<file path="config.mk">
export PLATFORM = sky130hd
export DESIGN_NAME = pipe_stage_skid
export DESIGN_NICKNAME = d
export VERILOG_FILES = /design/src/rtl/pipe_pkg.sv /design/src/rtl/pipe_stall_counter.sv /design/src/rtl/pipe_stage_skid.sv
export SDC_FILE = /design/constraint.sdc
export NUM_CORES = 1
export LEC_CHECK = 0
export ABC_CLOCK_PERIOD_IN_PS = 5700
export CAP_MARGIN = 20
export CORE_ASPECT_RATIO = 1.25
export CORE_UTILIZATION = 50
export DETAILED_ROUTE_END_ITERATION = 16
export PLACE_DENSITY = 0.89
export SYNTH_ARGS = -nofsm -noshare
export SYNTH_HDL_FRONTEND = slang
export SYNTH_SLANG_ARGS = --single-unit
</file>
<file path="constraint.sdc">
create_clock -name clk -period 5.7 [get_ports clk]
set_clock_uncertainty 0.05 [all_clocks]
set_input_delay 0.57 -clock clk [delete_from_list [all_inputs] [get_ports clk]]
set_output_delay 0.57 -clock clk [all_outputs]
set_load 0.01 [all_outputs]
</file>
<file path="src/rtl/pipe_pkg.sv">
// pipe_pkg
//   Shared definitions for the pipeline stage registers:
//   - pipe_state_e : stage occupancy state (EMPTY / BUSY / FULL)
//   - OCC_*        : 2-bit occupancy encoding reported on the occupancy port
//   - *_W          : field widths used by stage wrappers to pack DATA_W
//   - occ_of()     : maps a state to its occupancy count
package pipe_pkg;

  typedef enum logic [1:0] {
    ST_EMPTY = 2'd0,  // no live entries
    ST_BUSY  = 2'd1,  // main register only
    ST_FULL  = 2'd2   // main + skid (skid builds only)
  } pipe_state_e;

  localparam logic [1:0] OCC_EMPTY = 2'd0;
  localparam logic [1:0] OCC_BUSY  = 2'd1;
  localparam logic [1:0] OCC_FULL  = 2'd2;

  // Stage bundle field widths (opcode, immediate, register index, operand).
  localparam int OPCODE_W  = 5;
  localparam int IMM_W     = 8;
  localparam int REG_IDX_W = 3;
  localparam int OPERAND_W = 32;

  function automatic logic [1:0] occ_of(input pipe_state_e s);
    logic [1:0] occ;
    occ = OCC_EMPTY;
    case (s)
      ST_BUSY: occ = OCC_BUSY;
      ST_FULL: occ = OCC_FULL;
      default: occ = OCC_EMPTY;
    endcase
    return occ;
  endfunction

endpackage

</file>
<file path="src/rtl/pipe_stall_counter.sv">
// pipe_stall_counter
//   Saturating up-counter with synchronous clear; clear wins over increment.
//   Ports:
//     clk, rst : clock (rising edge), asynchronous active-high reset
//     inc      : count this cycle (held at all-ones once reached)
//     clr      : synchronous clear to zero
//     count    : current count
module pipe_stall_counter #(
  parameter int CNT_W = 16
) (
  input  logic             clk,
  input  logic             rst,
  input  logic             inc,
  input  logic             clr,
  output logic [CNT_W-1:0] count
);

  logic [CNT_W-1:0] count_q, count_d;

  always_comb begin
    count_d = count_q;
    if (clr) begin
      count_d = '0;
    end else if (inc && (count_q != {CNT_W{1'b1}})) begin
      count_d = count_q + CNT_W'(1);
    end
  end

  always_ff @(posedge clk or posedge rst) begin
    if (rst) begin
      count_q <= '0;
    end else begin
      count_q <= count_d;
    end
  end

  assign count = count_q;

endmodule

</file>
<file path="src/rtl/pipe_stage_skid.sv">
// pipe_stage_skid
//   Pipeline stage register with valid/ready handshake, flush, bubble zeroing
//   of the control field and an optional second (skid) entry.
//   Ports:
//     clk, rst               : clock (rising edge), asynchronous active-high reset
//     in_valid/in_ready      : upstream handshake
//     in_ctrl/in_data        : upstream bundle (control field / data field)
//     out_valid/out_ready    : downstream handshake
//     out_ctrl/out_data      : head bundle; out_ctrl is zero while not valid,
//                              out_data keeps its last value
//     flush                  : squash every held entry at this edge
//     occupancy              : live entry count (0..2)
//     stall_cycles/stall_clr : saturating count of out_valid & !out_ready cycles
//   SKID=1: two entries, in_ready comes straight from a flop.
//   SKID=0: one entry, in_ready = out_ready | empty (combinational).
module pipe_stage_skid
  import pipe_pkg::*;
#(
  parameter int CTRL_W = 8,
  parameter int DATA_W = 64,
  parameter int SKID   = 1,
  parameter int CNT_W  = 16
) (
  input  logic              clk,
  input  logic              rst,
  input  logic              in_valid,
  output logic              in_ready,
  input  logic [CTRL_W-1:0] in_ctrl,
  input  logic [DATA_W-1:0] in_data,
  output logic              out_valid,
  input  logic              out_ready,
  output logic [CTRL_W-1:0] out_ctrl,
  output logic [DATA_W-1:0] out_data,
  input  logic              flush,
  output logic [1:0]        occupancy,
  output logic [CNT_W-1:0]  stall_cycles,
  input  logic              stall_clr
);

  pipe_state_e       state_q, state_d;
  logic [CTRL_W-1:0] main_ctrl_q, main_ctrl_d;
  logic [DATA_W-1:0] main_data_q, main_data_d;
  logic [CTRL_W-1:0] skid_ctrl;
  logic [DATA_W-1:0] skid_data;
  logic              skid_load;
  logic              in_fire;
  logic              out_fire;

  assign out_valid = (state_q != ST_EMPTY);
  assign in_fire   = in_valid & in_ready;
  assign out_fire  = out_valid & out_ready;

  always_comb begin
    state_d     = state_q;
    main_ctrl_d = main_ctrl_q;
    main_data_d = main_data_q;
    skid_load   = 1'b0;
    case (state_q)
      ST_EMPTY: begin
        if (in_fire) begin
          state_d     = ST_BUSY;
          main_ctrl_d = in_ctrl;
          main_data_d = in_data;
        end
      end
      ST_BUSY: begin
        if (in_fire && out_fire) begin
          main_ctrl_d = in_ctrl;
          main_data_d = in_data;
        end else if (in_fire) begin
          // Head is blocked: park the newcomer behind it.
          state_d   = ST_FULL;
          skid_load = 1'b1;
        end else if (out_fire) begin
          // Bubble: control goes to zero, data is left as-is.
          state_d     = ST_EMPTY;
          main_ctrl_d = '0;
        end
      end
      ST_FULL: begin
        if (out_fire) begin
          state_d     = ST_BUSY;
          main_ctrl_d = skid_ctrl;
          main_data_d = skid_data;
        end
      end
      default: begin
        state_d     = ST_EMPTY;
        main_ctrl_d = '0;
      end
    endcase
    // Flush beats every other transition; any bundle arriving now is dropped
    // and the data register is left untouched.
    if (flush) begin
      state_d     = ST_EMPTY;
      main_ctrl_d = '0;
      main_data_d = main_data_q;
      skid_load   = 1'b0;
    end
  end

  always_ff @(posedge clk or posedge rst) begin
    if (rst) begin
      state_q     <= ST_EMPTY;
      main_ctrl_q <= '0;
      main_data_q <= '0;
    end else begin
      state_q     <= state_d;
      main_ctrl_q <= main_ctrl_d;
      main_data_q <= main_data_d;
    end
  end

  generate
    if (SKID != 0) begin : g_skid
      logic [CTRL_W-1:0] skid_ctrl_q, skid_ctrl_d;
      logic [DATA_W-1:0] skid_data_q, skid_data_d;
      logic              in_ready_q;

      always_comb begin
        skid_ctrl_d = skid_ctrl_q;
        skid_data_d = skid_data_q;
        if (flush) begin
          skid_ctrl_d = '0;
        end else if (skid_load) begin
          skid_ctrl_d = in_ctrl;
          skid_data_d = in_data;
        end
      end

      // in_ready is the registered image of "next state is not FULL", so it
      // has no combinational dependence on any input.
      always_ff @(posedge clk or posedge rst) begin
        if (rst) begin
          skid_ctrl_q <= '0;
          skid_data_q <= '0;
          in_ready_q  <= 1'b1;
        end else begin
          skid_ctrl_q <= skid_ctrl_d;
          skid_data_q <= skid_data_d;
          in_ready_q  <= (state_d != ST_FULL);
        end
      end

      assign skid_ctrl = skid_ctrl_q;
      assign skid_data = skid_data_q;
      assign in_ready  = in_ready_q;
    end else begin : g_no_skid
      assign skid_ctrl = '0;
      assign skid_data = '0;
      assign in_ready  = out_ready | (state_q == ST_EMPTY);
    end
  endgenerate

  pipe_stall_counter #(
    .CNT_W(CNT_W)
  ) u_stall_counter (
    .clk  (clk),
    .rst  (rst),
    .inc  (out_valid & ~out_ready),
    .clr  (stall_clr),
    .count(stall_cycles)
  );

  assign out_ctrl  = main_ctrl_q;
  assign out_data  = main_data_q;
  assign occupancy = occ_of(state_q);

endmodule

</file>
# After elaboration in Yosys (flattened, before gate mapping)
# Cells that the tools add are included.
# Widths: inputs -> output; s select.
# word_totals
reg_bits	163
out_inout_bits	92
mem_bits_ro	0
latch_bits	0
in_bits	78
memories	0
mem_bits_rw	0
wordCells	61
# op_classes
bitwise	5
muxes	27
n_mul	0
n_addsub	1
eq_ne	11
n_reduce_logical	10
shifts	0
magnitude_cmp	0
div	0
# op_table
cell	count
$mux 64	3
$pmux 64 s3	1
$mux 8	8
$mux 16	2
$pmux 8 s3	1
$add 16x1->16 const B	1
$ne 16x16->1 const B	1
$mux 2	6
$ne 2x2->1 const B	4
$ne 4x4->1 const B	2
$ne 3x3->1 const B	2
$pmux 2 s3	1
$reduce_bool 2->1	3
$reduce_and 5->1	1
$mux 1	4
$pmux 2 s2	1
$reduce_and 4->1	1
$and 1x1->1	3
$reduce_bool 3->1	1
$eq 2x1->1 const B	1
$eq 2x2->1 const B	1
$logic_and 1x1->1	2
$logic_not 2->1	1
$not 1->1	2
$reduce_and 2->1	1

# Longest topological paths before layout
# logic_depth
ltp_word	8
ltp_mapped	7
depth_no_buf	5

# Hierarchy
# A second synthesis with hierarchy kept.
# unflattened
hier_cells	736
hier_area_um2	7230.7
# by_module_without_submodules
module	area_per_inst_um2	cells_per_inst	instances
pipe_stage_skid	6298.5	635	1
pipe_stall_counter	932.1	101	1

# Least setup slack after synthesis
# No wires, ideal clock.
# synth_timing
path_kind	register to register
startpoint	register g_skid.in_ready_q (netlist: in_ready)
endpoint	register main_data_q[52] (netlist: out_data[52])
setup_time_ns	0.125
setup_slack_ns	3.677
required_time_ns	5.525
stages_incl_launch_ff	6
n_path_buf	1
arrival_time_ns	1.849
synth_period_minus_slack_ns	2.023
cell_sequence	dfstp_2 > nand2_1 > or3_1 > a21oi_4 > buf_6 > mux2_2
# synth_between
elab_chain_cells	4
elab_cells_between_ends	5
classes_between	eq/ne: 2; bitwise: 1; reduce/logical: 2
# synth_rtl
element	line_no	source
from (decl)	pipe_stage_skid.sv:118	logic in_ready_q;
from (signal assigned)	pipe_stage_skid.sv:141	in_ready_q <= (state_d != ST_FULL);
$and 1x1->1 (*)	pipe_stage_skid.sv:50	assign in_fire = in_valid & in_ready;
$logic_and 1x1->1	pipe_stage_skid.sv:67	if (in_fire && out_fire) begin
$ne 2x2->1 (no line)	--	
$reduce_and 5->1 (no line) (*)	--	
to (signal assigned)	pipe_stage_skid.sv:110	main_data_q <= main_data_d;
to (decl)	pipe_stage_skid.sv:42	logic [DATA_W-1:0] main_data_q, main_data_d;
# Every way passes the cells marked *; elsewhere a longest branch is shown, timed or not.
# A chain may end at the register's enable or synchronous reset.

# Worst setup path in the final report
# layout_timing
startpoint	input port out_ready
endpoint	register g_skid.skid_data_q[32]
# layout_between
elab_chain_cells	6
# layout_rtl
element	line_no	source
from (decl)	pipe_stage_skid.sv:31	input logic out_ready,
$and 1x1->1	pipe_stage_skid.sv:51	assign out_fire = out_valid & out_ready;
$logic_and 1x1->1	pipe_stage_skid.sv:67	
$mux 1	pipe_stage_skid.sv:67	
$mux 1	pipe_stage_skid.sv:58	case (state_q)
$mux 1	pipe_stage_skid.sv:94	if (flush) begin
$reduce_and 2->1 (no line)	--	
to (signal assigned)	pipe_stage_skid.sv:140	skid_data_q <= skid_data_d;
to (decl)	pipe_stage_skid.sv:117	logic [DATA_W-1:0] skid_data_q, skid_data_d;
# Every way passes these cells.

==> results.json <==
{
  "crit_type": "in -> reg",
  "die_y_um": 138,
  "startpoint_type": "input port",
  "ys.flop_type": "dfrtp_1",
  "post_cts_buffers": 0,
  "yosys_warnings": 0,
  "postRouteAntennaNets": 0,
  "cp_max_fo": 38,
  "cpPeakStageDelay_ps": 710,
  "layout_min_cycle_time_ps": 3430,
  "path_cells": "clkdlybuf4s50_1, nor2b_2, nor3b_2, and2b_2, buf_4, mux2_2",
  "r2r_slack_ps": 2430,
  "grt_max_degree": 75,
  "r2r_start": "state_q[0]$_DFF_PP0_",
  "cts_tree": "yes",
  "gp_congestion": 0.834,
  "async_reset_ff_share_pct": 100,
  "stdcell_count": 1001,
  "endpoint_kind": "flop",
  "slew_viol_final": 0,
  "dieArea_um2": 15200,
  "cts_sinks": 163,
  "grtUsageTotal_pct": 22.1,
  "place_ws_ps": 1860,
  "synth-seq-area-share_pct": 55.5,
  "hold_depth": 1,
  "grt_antenna_before_repair": 0,
  "irDropWorstVdd_mv": 0.236,
  "synthToLayoutAreaGrowth_pct": 31.6,
  "dp_hpwl_mm": 10.7,
  "timing.fmax_ghz": 0.291,
  "fin_ws_ps": 2270,
  "cts_buffers": 17,
  "finalSetupViolations": 0,
  "core-area_um2": 14400,
  "reg2reg_to": "g_skid.skid_data_q[32]$_DFFE_PP0P_",
  "nNetsFinal": 891,
  "final_cell_mix": "nand2_1 (202), clkdlybuf4s50_1 (169), dfrtp_1 (162)",
  "dieWidth_um": 110,
  "crit_family": "simple AND/OR/NAND/NOR gates",
  "max-clock-path-buffers": 2,
  "synth-edff-count": 0,
  "cts_resized": 0,
  "min_period_over_period_pct": 60.2,
  "hold_viol": 0,
  "port_buffers": 169,
  "path_clk_slew_ps": 60,
  "wl_per_cell_um": 16.2,
  "status": "complete, no violations",
  "ctsHoldBuffers": 0,
  "synth-seq-cells": 163,
  "first_pass_iters": 4,
  "route.detailed.drc": 0,
  "synth_cell_types": 44,
  "maxCapViolCount": 0,
  "reg2reg_depth": 5,
  "leakagePower_nw": 4.24,
  "synthesis.nets": 733,
  "first_global_vias": 5283,
  "drtIter0Drc": 379,
  "start_util_pct": 51.1,
  "power_density_nw_per_um2": 350,
  "hold_end": "out_data[51]$_DFFE_PP0P_",
  "htreeDepth": 4,
  "hold_path.class": "reg -> reg",
  "worst-endpoint-required_ps": 5950,
  "finalSetupTns_ps": 0,
  "cts-root-buf": "clkbuf_16",
  "cp.buffers_inverters": 2,
  "tightest_slew_ps": 855,
  "synthCells": 654,
  "arrival_ps": 3680,
  "clkLatencyLatePin_ps": 410,
  "hp-start": "out_data[51]$_DFFE_PP0P_",
  "grt_pass1_wl_mm": 26.6,
  "rsz0062_at_grt": "no",
  "synth.cell_area_um2": 7360,
  "io_pins": 170,
  "layout_commonest_cell": "nand2_1",
  "relSlewSlack_pct": 42.9,
  "vias": 5378,
  "grt-ovfl-total": 0,
  "rows": 49,
  "fillers": 1060,
  "slowest_stage": "and2b_2",
  "drive_above_1_share_pct": 20.4,
  "dp_cells": 971,
  "synth_area_per_cell_um2": 11.2,
  "viasPerCell": 5.37,
  "routed_wl_mm": 16.3,
  "antenna_cells": 0
}
stage by stage:
step	instance area, µm²	hold WS, ps	utilization, %	power (mW)
6_report	9680	432	67.2	3.39
5_1_grt	9680	460	67.2	3.55
3_5_place_dp	9090	424	63.1	2.27
4_1_cts	9680	437	67.2	3.42
3_3_place_gp	9090	417	63.1	2.23
2_1_floorplan	7360	430	-	1.90
Yosys cell counts, drive strengths merged, types with 2 or more instances:
library cell | count | area share (%)
nand2b | 3 | 0.26
o21ai | 7 | 0.48
or3 | 10 | 0.85
nand2 | 202 | 10
o21a | 2 | 0.20
mux2i | 9 | 1.2
a21oi | 16 | 1.2
clkbuf | 18 | 0.92
mux2 | 128 | 20
and3 | 2 | 0.17
nand4 | 3 | 0.26
inv | 4 | 0.20
o41ai | 2 | 0.34
dfrtp | 162 | 55
or2 | 3 | 0.26
buf | 19 | 2.3
or4 | 6 | 0.61
nand3 | 7 | 0.48
nor2 | 13 | 0.66
a22oi | 8 | 0.82
nor2b | 3 | 0.29
o2bb2ai | 8 | 0.95
o31ai | 5 | 0.51
sequential cells by signal (all words and copies together) (netlist names):
signal                 count
g_skid.skid_ctrl_q         8
in_ready                   1
out_ctrl                   8
u_stall_counter.count     16
state_q                    2
out_data                  64
g_skid.skid_data_q        64
worst register-to-register path: stages, from the launching register on:
cell	delay (ps)
dfrtp_1	460
nor2b_2	250
nor3b_2	700
and2b_2	710
buf_4	570
mux2_2	420
cell type report:
type	instances	area, µm²	share of cell area [%]
Clock inverter	4	97.6	1.01
Clock buffer	26	489	5.05
Inverter	4	20.0	0.207
Tap cell	178	223	2.30
Timing Repair Buffer	176	1740	18.0
Multi-Input combinational cell	450	3020	31.2
Sequential cell	163	4080	42.2
routing by layer:
layer	GRT usage [%]	routed length, µm
met5	0	0
met1	27.9	6950
met4	10.7	366
met3	4.49	665
met2	36.7	8270
worst max path at each step:
stage	slack, ps	start	cells after the start	end
floorplan	680	rst	1	g_skid.skid_ctrl_q[0]$_DFFE_PP0P_
global placement	1940	out_ready	6	g_skid.skid_data_q[32]$_DFFE_PP0P_
detailed placement	1860	out_ready	6	g_skid.skid_data_q[15]$_DFFE_PP0P_
CTS	2290	out_ready	6	g_skid.skid_data_q[32]$_DFFE_PP0P_
global route	2110	out_ready	6	g_skid.skid_data_q[41]$_DFFE_PP0P_
finish	2270	out_ready	6	g_skid.skid_data_q[32]$_DFFE_PP0P_
where the power goes:
| group | internal [mW] | switching (mW) | total [mW] |
|---|---|---|---|
| Clock | 0.720 | 0.425 | 1.14 |
| Combinational | 0.440 | 0.257 | 0.697 |
| Sequential | 1.41 | 0.139 | 1.55 |
| Total | 2.57 | 0.821 | 3.39 |
cell families (layout without fill, tap and decap cells):
kind of cell / after synthesis / after routing / synth area share, %
compound gates: 55 / 55 / 5.34
mux: 137 / 137 / 20.8
fa+ha+maj: 1 / 1 / 0.170
buf+inv: 41 / 210 / 3.47
xor+xnor: 1 / 1 / 0.119
simple gates: 256 / 256 / 14.6
flops: 163 / 163 / 55.5
Power figures use the tool's default switching activity.
